--- src/rtl/lcd_pkg.sv ---
// Shared definitions for the HD44780-style 4-bit bus receiver: state encoding,
// command prefixes, DDRAM line layout and the address-to-index mapping.
package lcd_pkg;

  typedef enum logic [2:0] {
    St8Bit,
    StHi,
    StLo,
    StExec,
    StClear
  } rx_state_e;

  localparam logic [7:0] CMD_CLEAR     = 8'h01;
  localparam logic [7:0] CMD_HOME      = 8'h02;
  localparam logic [7:0] CMD_ENTRY     = 8'h04;
  localparam logic [7:0] CMD_DISP      = 8'h08;
  localparam logic [7:0] CMD_SHIFT     = 8'h10;
  localparam logic [7:0] CMD_FUNC      = 8'h20;
  localparam logic [7:0] CMD_CGRAM     = 8'h40;
  localparam logic [7:0] CMD_SET_DDRAM = 8'h80;

  localparam logic [6:0]  LINE1_BASE = 7'h00;
  localparam logic [6:0]  LINE2_BASE = 7'h40;
  localparam int unsigned LINE_CHARS = 16;
  localparam int unsigned NUM_CHARS  = 2 * LINE_CHARS;
  localparam logic [7:0]  BLANK_CHAR = 8'h20;

  // Returns {hit, index}; hit is 0 for addresses outside both visible lines.
  function automatic logic [5:0] ddram_index(input logic [6:0] addr);
    logic [6:0] off1;
    logic [6:0] off2;
    logic [5:0] idx;
    off1 = addr - LINE1_BASE;
    off2 = addr - LINE2_BASE;
    idx  = '0;
    if (off1 < 7'(LINE_CHARS)) begin
      idx = {1'b1, 5'(off1)};
    end else if (off2 < 7'(LINE_CHARS)) begin
      idx = {1'b1, 5'(off2) + 5'(LINE_CHARS)};
    end
    return idx;
  endfunction

endpackage

--- src/rtl/lcd_pin_sync.sv ---
// Bus-pin synchronizer: SYNC_STAGES flops on E/RW/RS/DB, E edge pulses, and a
// capture of nibble and RS from the last cycle the synchronized E was high.
module lcd_pin_sync #(
  parameter int unsigned SYNC_STAGES = 2
) (
  input  logic       clk_i,
  input  logic       rst_ni,
  input  logic [3:0] db_i,
  input  logic       e_i,
  input  logic       rs_i,
  input  logic       rw_i,
  output logic       e_o,
  output logic       rw_o,
  output logic       e_rise_o,
  output logic       e_fall_o,
  output logic [3:0] nib_o,
  output logic       rs_o
);

  // Bundle layout: {e, rw, rs, db[3:0]}
  logic [6:0] sync_q [SYNC_STAGES];
  logic       e_prev_q;
  logic [3:0] nib_q;
  logic       rs_q;
  logic [6:0] sync_last;

  assign sync_last = sync_q[SYNC_STAGES-1];

  always_ff @(posedge clk_i or negedge rst_ni) begin
    if (!rst_ni) begin
      for (int i = 0; i < SYNC_STAGES; i++) begin
        sync_q[i] <= '0;
      end
      e_prev_q <= 1'b0;
      nib_q    <= '0;
      rs_q     <= 1'b0;
    end else begin
      sync_q[0] <= {e_i, rw_i, rs_i, db_i};
      for (int i = 1; i < SYNC_STAGES; i++) begin
        sync_q[i] <= sync_q[i-1];
      end
      e_prev_q <= sync_last[6];
      if (sync_last[6]) begin
        nib_q <= sync_last[3:0];
        rs_q  <= sync_last[4];
      end
    end
  end

  assign e_o      = sync_last[6];
  assign rw_o     = sync_last[5];
  assign e_rise_o = sync_last[6] & ~e_prev_q;
  assign e_fall_o = ~sync_last[6] & e_prev_q;
  assign nib_o    = nib_q;
  assign rs_o     = rs_q;

endmodule

--- src/rtl/lcd_bus_receiver.sv ---
// Display-side receiver for the 4-bit LCD bus: init handshake tracking, nibble
// assembly, command decode, 32-char shadow DDRAM and bus timing checks.
module lcd_bus_receiver
  import lcd_pkg::*;
#(
  parameter int unsigned SYNC_STAGES = 2,
  parameter int unsigned E_MIN_HIGH  = 12,
  parameter int unsigned BYTE_GAP    = 1500,
  parameter int unsigned CLEAR_GAP   = 80000
) (
  input  logic         clk,
  input  logic         reset_n,
  input  logic [3:0]   LCD_DB,
  input  logic         LCD_E,
  input  logic         LCD_RS,
  input  logic         LCD_RW,
  output logic [255:0] char_output,
  output logic [6:0]   addr_out,
  output logic         mode_4bit,
  output logic         disp_on,
  output logic         cursor_on,
  output logic         blink_on,
  output logic         byte_valid,
  output logic         byte_rs,
  output logic [7:0]   byte_data,
  output logic         timing_err,
  output logic         read_err
);

  localparam int unsigned GapMaxInt = (CLEAR_GAP > BYTE_GAP) ? CLEAR_GAP : BYTE_GAP;
  localparam int unsigned EW = $clog2(E_MIN_HIGH + 2);
  localparam int unsigned GW = $clog2(GapMaxInt + 2);
  localparam logic [EW-1:0] EMin   = EW'(E_MIN_HIGH);
  localparam logic [GW-1:0] GByte  = GW'(BYTE_GAP);
  localparam logic [GW-1:0] GClear = GW'(CLEAR_GAP);
  localparam logic [GW-1:0] GMax   = GW'(GapMaxInt);

  logic       e_sync, rw_sync, e_rise, e_fall, rs_cap;
  logic [3:0] nib;

  lcd_pin_sync #(
    .SYNC_STAGES(SYNC_STAGES)
  ) u_pin_sync (
    .clk_i   (clk),
    .rst_ni  (reset_n),
    .db_i    (LCD_DB),
    .e_i     (LCD_E),
    .rs_i    (LCD_RS),
    .rw_i    (LCD_RW),
    .e_o     (e_sync),
    .rw_o    (rw_sync),
    .e_rise_o(e_rise),
    .e_fall_o(e_fall),
    .nib_o   (nib),
    .rs_o    (rs_cap)
  );

  rx_state_e      state_q, state_d;
  logic [3:0]     hi_q, hi_d;
  logic           hi_rs_q, hi_rs_d;
  logic [7:0]     byte_q, byte_d;
  logic           byte_rs_q, byte_rs_d;
  logic [6:0]     addr_q, addr_d;
  logic           inc_q, inc_d;
  logic           mode4_q, mode4_d;
  logic           disp_q, disp_d, cur_q, cur_d, blink_q, blink_d;
  logic [255:0]   char_q, char_d;
  logic [4:0]     clr_idx_q, clr_idx_d;
  logic [EW-1:0]  ehigh_q, ehigh_d;
  logic           rd_cyc_q, rd_cyc_d;
  logic [GW-1:0]  gap_q, gap_d;
  logic           gap_armed_q, gap_armed_d;
  logic           clr_gap_q, clr_gap_d;
  logic           terr_q, terr_d, rerr_q, rerr_d;
  logic           accept;
  logic [5:0]     wr_idx;

  always_comb begin
    state_d     = state_q;
    hi_d        = hi_q;
    hi_rs_d     = hi_rs_q;
    byte_d      = byte_q;
    byte_rs_d   = byte_rs_q;
    addr_d      = addr_q;
    inc_d       = inc_q;
    mode4_d     = mode4_q;
    disp_d      = disp_q;
    cur_d       = cur_q;
    blink_d     = blink_q;
    char_d      = char_q;
    clr_idx_d   = clr_idx_q;
    ehigh_d     = ehigh_q;
    rd_cyc_d    = rd_cyc_q;
    gap_d       = gap_q;
    gap_armed_d = gap_armed_q;
    clr_gap_d   = clr_gap_q;
    terr_d      = 1'b0;
    rerr_d      = 1'b0;
    wr_idx      = '0;

    if (gap_q != GMax) begin
      gap_d = gap_q + 1'b1;
    end

    if (e_rise) begin
      ehigh_d  = EW'(1);
      rd_cyc_d = rw_sync;
      rerr_d   = rw_sync;
      if (gap_armed_q) begin
        gap_armed_d = 1'b0;
        if (gap_q < (clr_gap_q ? GClear : GByte)) begin
          terr_d = 1'b1;
        end
      end
    end else if (e_sync && ehigh_q != EMin) begin
      ehigh_d = ehigh_q + 1'b1;
    end

    // Falls that end a read cycle are not bus writes and are dropped entirely.
    accept = e_fall & ~rd_cyc_q;
    if (e_fall) begin
      rd_cyc_d = 1'b0;
    end
    if (accept && ehigh_q < EMin) begin
      terr_d = 1'b1;
    end

    unique case (state_q)
      St8Bit: begin
        if (accept) begin
          gap_d       = '0;
          gap_armed_d = 1'b1;
          clr_gap_d   = 1'b0;
          if (!rs_cap && nib == 4'h2) begin
            mode4_d = 1'b1;
            state_d = StHi;
          end
        end
      end
      StHi: begin
        if (accept) begin
          hi_d    = nib;
          hi_rs_d = rs_cap;
          state_d = StLo;
        end
      end
      StLo: begin
        if (accept) begin
          byte_d      = {hi_q, nib};
          byte_rs_d   = hi_rs_q;
          gap_d       = '0;
          gap_armed_d = 1'b1;
          clr_gap_d   = 1'b0;
          state_d     = StExec;
        end
      end
      StExec: begin
        state_d = StHi;
        if (byte_rs_q) begin
          wr_idx = ddram_index(addr_q);
          if (wr_idx[5]) begin
            char_d[{wr_idx[4:0], 3'b000} +: 8] = byte_q;
          end
          addr_d = inc_q ? addr_q + 7'd1 : addr_q - 7'd1;
        end else if (|(byte_q & CMD_SET_DDRAM)) begin
          addr_d = byte_q[6:0];
        end else if (|(byte_q & (CMD_CGRAM | CMD_FUNC | CMD_SHIFT))) begin
          // CGRAM, cursor shift and function set change nothing mirrored here;
          // DL=1 never drops the interface back to 8-bit mode.
          state_d = StHi;
        end else if (|(byte_q & CMD_DISP)) begin
          {disp_d, cur_d, blink_d} = byte_q[2:0];
        end else if (|(byte_q & CMD_ENTRY)) begin
          inc_d = byte_q[1];
        end else if (|(byte_q & CMD_HOME)) begin
          addr_d = '0;
        end else if (byte_q == CMD_CLEAR) begin
          clr_idx_d = '0;
          clr_gap_d = 1'b1;
          state_d   = StClear;
        end
      end
      StClear: begin
        char_d[{clr_idx_q, 3'b000} +: 8] = BLANK_CHAR;
        clr_idx_d = clr_idx_q + 5'd1;
        if (e_fall) begin
          terr_d = 1'b1;
        end
        if (clr_idx_q == 5'(NUM_CHARS - 1)) begin
          addr_d  = '0;
          inc_d   = 1'b1;
          state_d = StHi;
        end
      end
      default: state_d = St8Bit;
    endcase
  end

  always_ff @(posedge clk or negedge reset_n) begin
    if (!reset_n) begin
      state_q     <= St8Bit;
      hi_q        <= '0;
      hi_rs_q     <= 1'b0;
      byte_q      <= '0;
      byte_rs_q   <= 1'b0;
      addr_q      <= '0;
      inc_q       <= 1'b1;
      mode4_q     <= 1'b0;
      disp_q      <= 1'b0;
      cur_q       <= 1'b0;
      blink_q     <= 1'b0;
      char_q      <= {NUM_CHARS{BLANK_CHAR}};
      clr_idx_q   <= '0;
      ehigh_q     <= '0;
      rd_cyc_q    <= 1'b0;
      gap_q       <= '0;
      gap_armed_q <= 1'b0;
      clr_gap_q   <= 1'b0;
      terr_q      <= 1'b0;
      rerr_q      <= 1'b0;
    end else begin
      state_q     <= state_d;
      hi_q        <= hi_d;
      hi_rs_q     <= hi_rs_d;
      byte_q      <= byte_d;
      byte_rs_q   <= byte_rs_d;
      addr_q      <= addr_d;
      inc_q       <= inc_d;
      mode4_q     <= mode4_d;
      disp_q      <= disp_d;
      cur_q       <= cur_d;
      blink_q     <= blink_d;
      char_q      <= char_d;
      clr_idx_q   <= clr_idx_d;
      ehigh_q     <= ehigh_d;
      rd_cyc_q    <= rd_cyc_d;
      gap_q       <= gap_d;
      gap_armed_q <= gap_armed_d;
      clr_gap_q   <= clr_gap_d;
      terr_q      <= terr_d;
      rerr_q      <= rerr_d;
    end
  end

  assign char_output = char_q;
  assign addr_out    = addr_q;
  assign mode_4bit   = mode4_q;
  assign disp_on     = disp_q;
  assign cursor_on   = cur_q;
  assign blink_on    = blink_q;
  assign byte_valid  = (state_q == StExec);
  assign byte_rs     = byte_rs_q;
  assign byte_data   = byte_q;
  assign timing_err  = terr_q;
  assign read_err    = rerr_q;

endmodule
--- config.mk ---
export PLATFORM = sky130hd
export DESIGN_NAME = lcd_bus_receiver
export DESIGN_NICKNAME = d
export VERILOG_FILES = /design/src/rtl/lcd_pkg.sv /design/src/rtl/lcd_pin_sync.sv /design/src/rtl/lcd_bus_receiver.sv
export SDC_FILE = /design/constraint.sdc
export NUM_CORES = 1
export LEC_CHECK = 0
export ABC_AREA = 1
export CORE_UTILIZATION = 25
export DETAILED_ROUTE_END_ITERATION = 12
export PLACE_DENSITY = 0.43
export SLEW_MARGIN = 0
export SYNTH_ARGS = -nofsm -noshare
export SYNTH_HDL_FRONTEND = slang
export SYNTH_HIERARCHICAL = 1
export SYNTH_SLANG_ARGS = --single-unit
--- constraint.sdc ---
create_clock -name clk -period 3.05 [get_ports clk]
set_clock_uncertainty 0.15 [all_clocks]
set_input_delay 0.61 -clock clk [delete_from_list [all_inputs] [get_ports clk]]
set_output_delay 0.61 -clock clk [all_outputs]
set_load 0.02 [all_outputs]
# Word level (Yosys, flattened, before mapping)
# Cells that the tools add are included.
[word_totals]
wordCells = 174
register_bits = 336
out_inout_bits = 279
[classes]
reduce_logical = 21
shifts = 4
bitwise = 9
order_cmp = 4
n_eq_ne = 29
muxes = 73
n_addsub = 9
[ops]
columns = ["cell", "count"]
rows = [
  ["$bwmux W256", 2],
  ["$mux W256", 2],
  ["$pmux W256 S2", 1],
  ["$shift A8 B10 Y256 const A", 2],
  ["$shiftx A8 B10 Y256", 1],
  ["$shiftx A8 B10 Y256 const A", 1],
  ["$mux W17", 4],
  ["$mux W7", 8],
  ["$mux W3", 12],
  ["$mux W5", 7],
  ["$mux W1", 26],
  ["$mux W6", 4],
  ["$ne A2 B2 Y1 const B", 11],
  ["$neg A8 Y10", 2],
  ["$add A17 B1 Y17 const B", 1],
  ["$lt A17 B17 Y1", 1],
  ["$ne A17 B17 Y1 const B", 1],
  ["$pmux W3 S5", 1],
  ["$lt A7 B5 Y1 const B", 2],
  ["$pmux W7 S2", 1],
  ["$ne A2 B1 Y1 const B", 5],
  ["$pmux W5 S2", 1],
  ["$reduce_and A5 Y1", 2],
  ["$reduce_and A9 Y1", 1],
  ["other kinds (31)", 50],
]

# Depth between registers and ports, before layout
# Gate-level depths: netlist (run 1).
[depth]
depth_word = 12
depth_mapped = 15

# By module
# The synthesis (run 1) kept the hierarchy.
[modules_own_cells]
columns = ["module", "area_per_inst_um2", "n_inst", "cells_per_inst"]
rows = [
  ["lcd_bus_receiver", 14335.0, 1, 1699],
  ["lcd_pin_sync", 571.8, 1, 39],
]

# Least setup slack after synthesis (run 1)
# No wires, ideal clock.
[synth_timing]
path_kind = "reg-to-reg"
startpoint = "register addr_q[5], in the netlist addr_out[5]"
endpoint = "register char_q[10], in the netlist char_output[10]"
path_stages_with_launch = 14
required_ns = 2.783
setup_slack_ns = 0.381
setup_time_ns = 0.117
arrival_ns = 2.401
path_cell_list = "dfrtp_1 nor2_2 buf_6 nand2_2 ha_1 clkbuf_1 clkbuf_1 nand4_1 nor2_1 nand2_1 nand2_1 nand2_1 nand2_1 nand2_1"
[synth_between]
elab_chain_len = 12
[synth_lines]
columns = ["element", "line_no", "rtl"]
rows = [
  ["from (decl)", "lcd_bus_receiver.sv:63", "logic [6:0] addr_q, addr_d;"],
  ["from (signal assigned)", "lcd_bus_receiver.sv:227", "addr_q <= addr_d;"],
  ["$sub A7 B7 Y7", "lcd_pkg.sv:34", "off2 = addr - LINE2_BASE;"],
  ["$lt A7 B5 Y1", "lcd_pkg.sv:38", "end else if (off2 < 7'(LINE_CHARS)) begin"],
  ["$mux W6", "lcd_pkg.sv:38", ""],
  ["$mux W6 (*)", "lcd_pkg.sv:36", "if (off1 < 7'(LINE_CHARS)) begin"],
  ["$mux W6 (*)", "lcd_bus_receiver.sv:159", "if (byte_rs_q) begin"],
  ["$mux W6 (*)", "lcd_bus_receiver.sv:128", "unique case (state_q)"],
  ["$neg A8 Y10", "lcd_bus_receiver.sv:162", "char_d[{wr_idx[4:0], 3'b000} +: 8] = byte_q;"],
  ["$shiftx A8 B10 Y256 or $shift A8 B10 Y256 (tied branches)", "lcd_bus_receiver.sv:162", ""],
  ["$bwmux W256", "lcd_bus_receiver.sv:162", ""],
  ["$mux W256", "lcd_bus_receiver.sv:161", "if (wr_idx[5]) begin"],
  ["$mux W256", "lcd_bus_receiver.sv:159", ""],
  ["$pmux W256 S2", "lcd_bus_receiver.sv:128", ""],
  ["to (signal assigned)", "lcd_bus_receiver.sv:212", "char_q <= {NUM_CHARS{BLANK_CHAR}};"],
  ["to (signal assigned)", "lcd_bus_receiver.sv:233", "char_q <= char_d;"],
  ["to (decl)", "lcd_bus_receiver.sv:67", "logic [255:0] char_q, char_d;"],
]
# Mark *: on every way between the ends. The rest lies on a longest branch, timed or not. The select of a mux whose other input is x is not followed.
# A chain may end at the register's enable or synchronous reset.

# Worst setup path in the final report (run 1)
[layout_timing]
startpoint = "register state_q[2]"
endpoint = "output byte_valid"
[layout_between]
elab_chain_len = 1
[layout_lines]
columns = ["element", "line_no", "rtl"]
rows = [
  ["from (decl)", "lcd_bus_receiver.sv:58", "rx_state_e state_q, state_d;"],
  ["from (signal assigned)", "lcd_bus_receiver.sv:201", "state_q <= St8Bit;"],
  ["from (signal assigned)", "lcd_bus_receiver.sv:222", "state_q <= state_d;"],
  ["$eq A3 B2 Y1", "lcd_bus_receiver.sv:251", "assign byte_valid = (state_q == StExec);"],
  ["to (decl)", "lcd_bus_receiver.sv:23", "output logic byte_valid,"],
]
# No other way between the ends.

==> metrics.yaml, run 1 <==
status: "complete, no violations"
syn_nets: 1773
finalNetCount: 2110
cts_tree: "built"
ys_async_sr_fraction: 1.00
syn_inst: 1738
cts_sinks: 336
power.share.switching: 0.351
post-cts-setup-buffers: 0
max_freq_mhz: 347
worst-path-buf-inv: 3
syn-mean-instance-area_um2: 8.58
grt_overflow: 0
grt_usage: 0.177
via_per_inst: 4.55
die_y_um: 246
period_needed_ns: 2.88
p_leak_nw: 9.64
die_w_um: 246
ys_warn_count: 6
slew_violations: 0
synth_cell_types: 40
wl_per_cell_um: 18.8
critical-path-max-stage-delay_ns: 0.72
synth-seq-cells: 336
crit_type: "register to primary output"
internal_power_mw: 8.73
die-area_um2: 60600
via_count: 13100
synth_ff_type: "dfrtp_1"
rsz0062_at_grt: "no"
grt_start_max_net_pins: 64
ir_drop_mv: 0.318
clk_latency_ns: 0.56
relSlewSlack: 0.615
firstDrtPassIters: 5
cp.required_ns: 2.29
finalHoldViolations: 0
syn_area_um2: 14900
crit_top_cell: "inv_1"
drv_cap: 0
setup_violations: 0
dpl.hpwl_um: 39300
grt_pass1_wl_um: 81100
numPortBuffers: 287
routabilityCongestion: 0.834
ant_nets: 0
pwr-share-comb: 0.250
num_rows: 89
mostFrequentLayoutCells: "536 x nand2_1, 303 x dfrtp_1, 286 x clkdlybuf4s50_1, 189 x o21ai_0, 186 x nand3_1"
drt-initial-drc-count: 907
power-per-cell-area_nw_per_um2: 659
critical-path-top-delay-family: "buffers and inverters"
p_sw_mw: 4.73
cts_inserted_buffers: 41
ios: 288
antenna_cells: 0
p_clk_frac: 0.377
cp_cell_sequence: "inv_1 -> nand3_1 -> inv_1 -> clkdlybuf4s50_1"
cp-start-kind: "register"
core_region_area_um2: 59000
synth_edf_count: 0
clock-root-buffer: "clkbuf_16"
layout_commonest_cell: "nand2_1"
arrival_ns: 2.12
worstSetupEndpointType: "primary output"
p_seq_frac: 0.373
syn_to_final_growth_pct: 37.0
wl_um: 54100
drc: 0
post_route_cells_drive_above_1_share: 0.0916
grt_pass1_vias: 12800
clock_path_buffers: 3
cp_slowest_cell: "clkdlybuf4s50_1"
period_share: 0.944
ys_seq_area_frac: 0.567
start_util: 0.253
htree_num_levels: 2
hold_path_class: "register to register"
fin_setup_tns_ns: 0
fin_hold_ws_ns: 0.199
grt_antenna_before_repair: 1
path_clk_slew_ns: 0.06
tightest_slew_ns: 0.573
path_max_fanout: 5
-- final cells by class --
class / count / area, um^2
fill: 6150 / 38600
sequential: 336 / 8450
multi-input combinational: 1216 / 5720
timing repair buffer: 340 / 3350
clock buffer: 66 / 1290
tap: 773 / 967
inverter: 140 / 528
clock inverter: 10 / 110
-- state kept, by name (all words and copies together) (netlist names), 3 cells and up --
name and flops:
char_output 256, gap_q 17, byte_data 8, addr_out 7, u_pin_sync/sync_last 7, u_pin_sync/sync_q 7, clr_idx_q 5, ehigh_q 4
hi_q 4, u_pin_sync/nib_o 4, state_q 3
-- path summary, 6_finish.rpt --
path	slack, ns	endpoint	startpoint	cells after the start
worst max register to register	0.21	char_output[146]	addr_out[4]	10
max in group asynchronous	1.46	inc_q	reset_n	3
worst min-delay path	0.20	u_pin_sync/sync_last[0]	u_pin_sync/sync_q[7]	0
min in group asynchronous	0.45	char_output[150]	reset_n	2
worst max-delay path	0.17	byte_valid	state_q[2]	4
worst min register to register	0.20	u_pin_sync/sync_last[0]	u_pin_sync/sync_q[7]	0
-- synthesized netlist by cell type, types with 4 or more instances --
master	instances	share of area
inv_2	4	0.0010
o31ai_1	8	0.0040
buf_2	15	0.0050
nor2_1	118	0.030
dfrtp_1	303	0.51
a21oi_1	39	0.013
inv_1	134	0.034
xnor2_1	6	0.0035
nand3_1	186	0.062
nor3_1	21	0.0071
nor2_2	7	0.0029
nand4_1	27	0.011
ha_1	25	0.021
nand2_1	538	0.14
clkbuf_1	26	0.0065
o21ai_0	189	0.063
xor2_1	6	0.0035
o22ai_1	6	0.0025
dfstp_2	33	0.058
nand2_2	10	0.0042
o21ai_1	8	0.0027
-- power by group through the flow --
stage          combinational (mW)  clock [mW]  sequential, mW
6_report                     3.36        5.07            5.03
5_1_grt                      3.67        5.39            5.07
4_1_cts                      3.38        5.23            5.03
3_5_place_dp                 3.37           0            5.11
3_3_place_gp                 3.37           0            5.10
2_1_floorplan                1.77           0            5.14
-- logic make-up after synthesis --
| group | count (synthesis) | synth area share |
|---|---|---|
| and+or+nand+nor | 922 | 0.264 |
| DFF | 336 | 0.567 |
| AOI/OAI and AO/OA | 256 | 0.0894 |
| buffers and inverters | 186 | 0.0500 |
| adders and majority gates | 26 | 0.0223 |
| xor gates and xnor gates | 12 | 0.00705 |
-- metal layers --
metal | GRT usage | share of wire
met5 | 0 | 0
met4 | 0.0559 | 0.024
met3 | 0.0411 | 0.064
met2 | 0.288 | 0.47
met1 | 0.232 | 0.44
-- worst reg2reg max path: stages, from the launching register on --
cell     delay [ns]
dfrtp_1        0.43
nor2_2         0.15
buf_4          0.18
o21ai_1        0.09
nand3_1        0.10
nand2_2        0.24
buf_4          0.29
nor3_1         0.38
nand2_1        0.44
nand3_1        0.18
o21ai_0        0.09
-- through the flow --
stage / std cells / cell area [um^2] / util / setup WS [ns] / power [mW]
detailed placement: 2804 / 19000 / 0.322 / 0.212 / 8.47
finish: 2881 / 20400 / 0.346 / 0.169 / 13.5
floorplan: 1738 / 14900 / - / 0.381 / 6.92
global placement: 2804 / 19000 / 0.322 / 0.208 / 8.47
CTS: 2881 / 20400 / 0.346 / 0.144 / 13.6
global route: 2881 / 20400 / 0.346 / 0.00992 / 14.1
-- what timing repair did --
item / 4_1_cts / 5_1_grt
endpoints found under the setup margin: 0 / 9
endpoints found under the hold margin: 34 / 0
gates resized for setup: 0 / 3
hold buffers: 1 / 0
No activity file was read; power rests on OpenSTA's default activity.
==> inputs of run 2 (changes only) <==
- HOLD_SLACK_MARGIN: unset -> 0.06
==> results of run 2 <==
Same layout as run 1: the final DEF is identical, and so are final timing and power.
==> inputs of run 3 (changes only) <==
- PLACE_DENSITY: 0.43 -> 0.45
==> metrics.yaml, run 3 (synthesis gave the netlist of run 1 again) <==
status: "complete, no violations"  # unchanged
die_y_um: 246  # unchanged
relSlewSlack: 0.587  # was 0.615
place_ws_ns: 0.227  # was 0.212 ns
cts_sinks: 336  # unchanged
finalNetCount: 2115  # was 2110
grt_start_max_net_pins: 68  # was 64
max_freq_mhz: 347  # about the same
path_clk_slew_ns: 0.06  # about the same
hold_path_class: "register to register"  # unchanged
power-per-cell-area_nw_per_um2: 643  # was 659 nW/um^2
numPortBuffers: 287  # unchanged
ios: 288  # unchanged
grt_antenna_before_repair: 1  # unchanged
r2r_end: "char_output[190]"  # was char_output[146]
worstSetupEndpointType: "primary output"  # unchanged
period_needed_ns: 2.88  # about the same
grt_usage: 0.178  # was 0.177
path_max_fanout: 5  # unchanged
rsz0062_at_grt: "no"  # unchanged
fin_ws_ns: 0.169  # about the same
largest_register_ffs: 256  # unchanged
slew_violations: 0  # unchanged
routabilityCongestion: 0.861  # was 0.834
period_share: 0.945  # was 0.944
die_w_um: 246  # unchanged
cp.required_ns: 2.29  # about the same
num_rows: 89  # unchanged
firstDrtPassIters: 5  # unchanged
tightest_slew_ns: 0.620  # was 0.573 ns
crit_type: "register to primary output"  # unchanged
drt-initial-drc-count: 1023  # was 907
grt_pass1_wl_um: 81900  # was 81100 um
start_util: 0.253  # unchanged
grt_pass1_vias: 13100  # was 12.8k
p_leak_nw: 9.59  # was 9.64 nW
worstHoldEndpoint: "u_pin_sync/sync_last[6]"  # was u_pin_sync/sync_last[0]
mostFrequentLayoutCells: "536 x nand2_1, 303 x dfrtp_1, 286 x clkdlybuf4s50_1, 189 x o21ai_0, 186 x nand3_1"  # unchanged
r2r_cells: 13  # was 10
ant_nets: 0  # unchanged
htree_num_levels: 2  # unchanged
nFillCells: 6047  # was 6150
dp.cells: 2809  # was 2804
arrival_ns: 2.12  # about the same
clk_latency_ns: 0.55  # was 0.56 ns
core_region_area_um2: 59000  # unchanged
r2r-start: "addr_out[4]"  # unchanged
layout.cells.non_filler: 2882  # was 2881
drc: 0  # unchanged
cts_inserted_buffers: 40  # was 41
hp-start: "u_pin_sync/sync_q[13]"  # was u_pin_sync/sync_q[7]
dpl.hpwl_um: 39600  # was 39300 um
cp-start-kind: "register"  # unchanged
finalHoldViolations: 0  # unchanged
via_per_inst: 4.55  # about the same
via_count: 13100  # about the same
reg2reg_slack_ns: 0.28  # was 0.21 ns
clock_path_buffers: 3  # unchanged
layout_commonest_cell: "nand2_1"  # unchanged
die-area_um2: 60600  # unchanged
grt_overflow: 0  # unchanged
cts_tree: "built"  # unchanged
ir_drop_mv: 0.332  # was 0.318 mV
fin_setup_tns_ns: 0  # unchanged
wl_per_cell_um: 18.7  # was 18.8 um
syn_to_final_growth_pct: 36.2  # was 37.0%
drv_cap: 0  # unchanged
antenna_cells: 0  # unchanged
post_route_cells_drive_above_1_share: 0.0925  # was 0.0916
wl_um: 53900  # was 54100 um
setup_violations: 0  # unchanged
min_path_cells: 0  # unchanged
clock-root-buffer: "clkbuf_16"  # unchanged
==> run 3: cell types whose count changed in the layout (fill, tap and decap cells not counted), sizes merged <==
| cell | delta |
|---|---|
| buf | +6 |
| bufinv | -1 |
| clkbuf | -12 |
| clkinv | +2 |
| clkinvlp | +5 |
| inv | +1 |
==> run 3: where the power goes <==
| group | switching [mW] | internal, mW | leakage (nW) |
|---|---|---|---|
| Combinational | 2.41 | 0.969 | 4.49 |
| Sequential | 0.305 | 4.71 | 4.49 |
| Clock | 1.97 | 2.69 | 0.606 |
| Total | 4.69 | 8.37 | 9.59 |
==> run 3: worst max-delay path, cell delays in order, from the launching register on <==
cell	delay [ns]
dfrtp_1	0.42
inv_1	0.10
nand3_1	0.17
inv_1	0.17
clkdlybuf4s50_1	0.71
==> run 3: repair_timing <==
action | 4_1_cts | 5_1_grt
endpoints found under the hold margin | 43 | 0
resized for setup | 0 | 1
buffers inserted | 0 | 1
hold buffers | 1 | 0
endpoints found under the setup margin | 0 | 9
==> run 3: layout make-up <==
type                            count  area (um^2)  area share
Sequential cell                   336         8450       0.416
Multi-Input combinational cell   1216         5720       0.281
Clock buffer                       54         1120      0.0554
Timing Repair Buffer              346         3390       0.167
Clock inverter                     17          136     0.00672
Inverter                          140          528      0.0260
Tap cell                          773          967      0.0476
==> run 3: worst max path at each step <==
stage / startpoint / to / slack (ns) / depth (start not counted)
after floorplan: addr_out[5] / char_output[10] / 0.38 / 13
after global placement: addr_out[4] / char_output[199] / 0.32 / 12
after detailed placement: addr_out[4] / char_output[199] / 0.23 / 12
after CTS: state_q[2] / byte_valid / 0.13 / 4
after global routing: addr_out[4] / char_output[187] / 0.008 / 13
final: state_q[2] / byte_valid / 0.17 / 4
==> run 3: stage by stage <==
step	area [um^2]	hold WS [ns]	power (mW)	util
finish	20300	0.200	13.1	0.344
global route	20300	0.208	13.8	0.344
CTS	20300	0.204	13.3	0.344
detailed placement	19000	0.191	8.49	0.322
global placement	19000	0.192	8.46	0.322
floorplan	14900	0.164	6.92	-
==> run 3: per-layer routing <==
metal  part of all wire  global-route usage  vias to the layer above
li1                   -                   -                     6371
met1               0.44               0.237                     6321
met2               0.47               0.288                      361
met3              0.063              0.0399                       69
met4              0.022              0.0499                        0
met5                  0                   0                        -
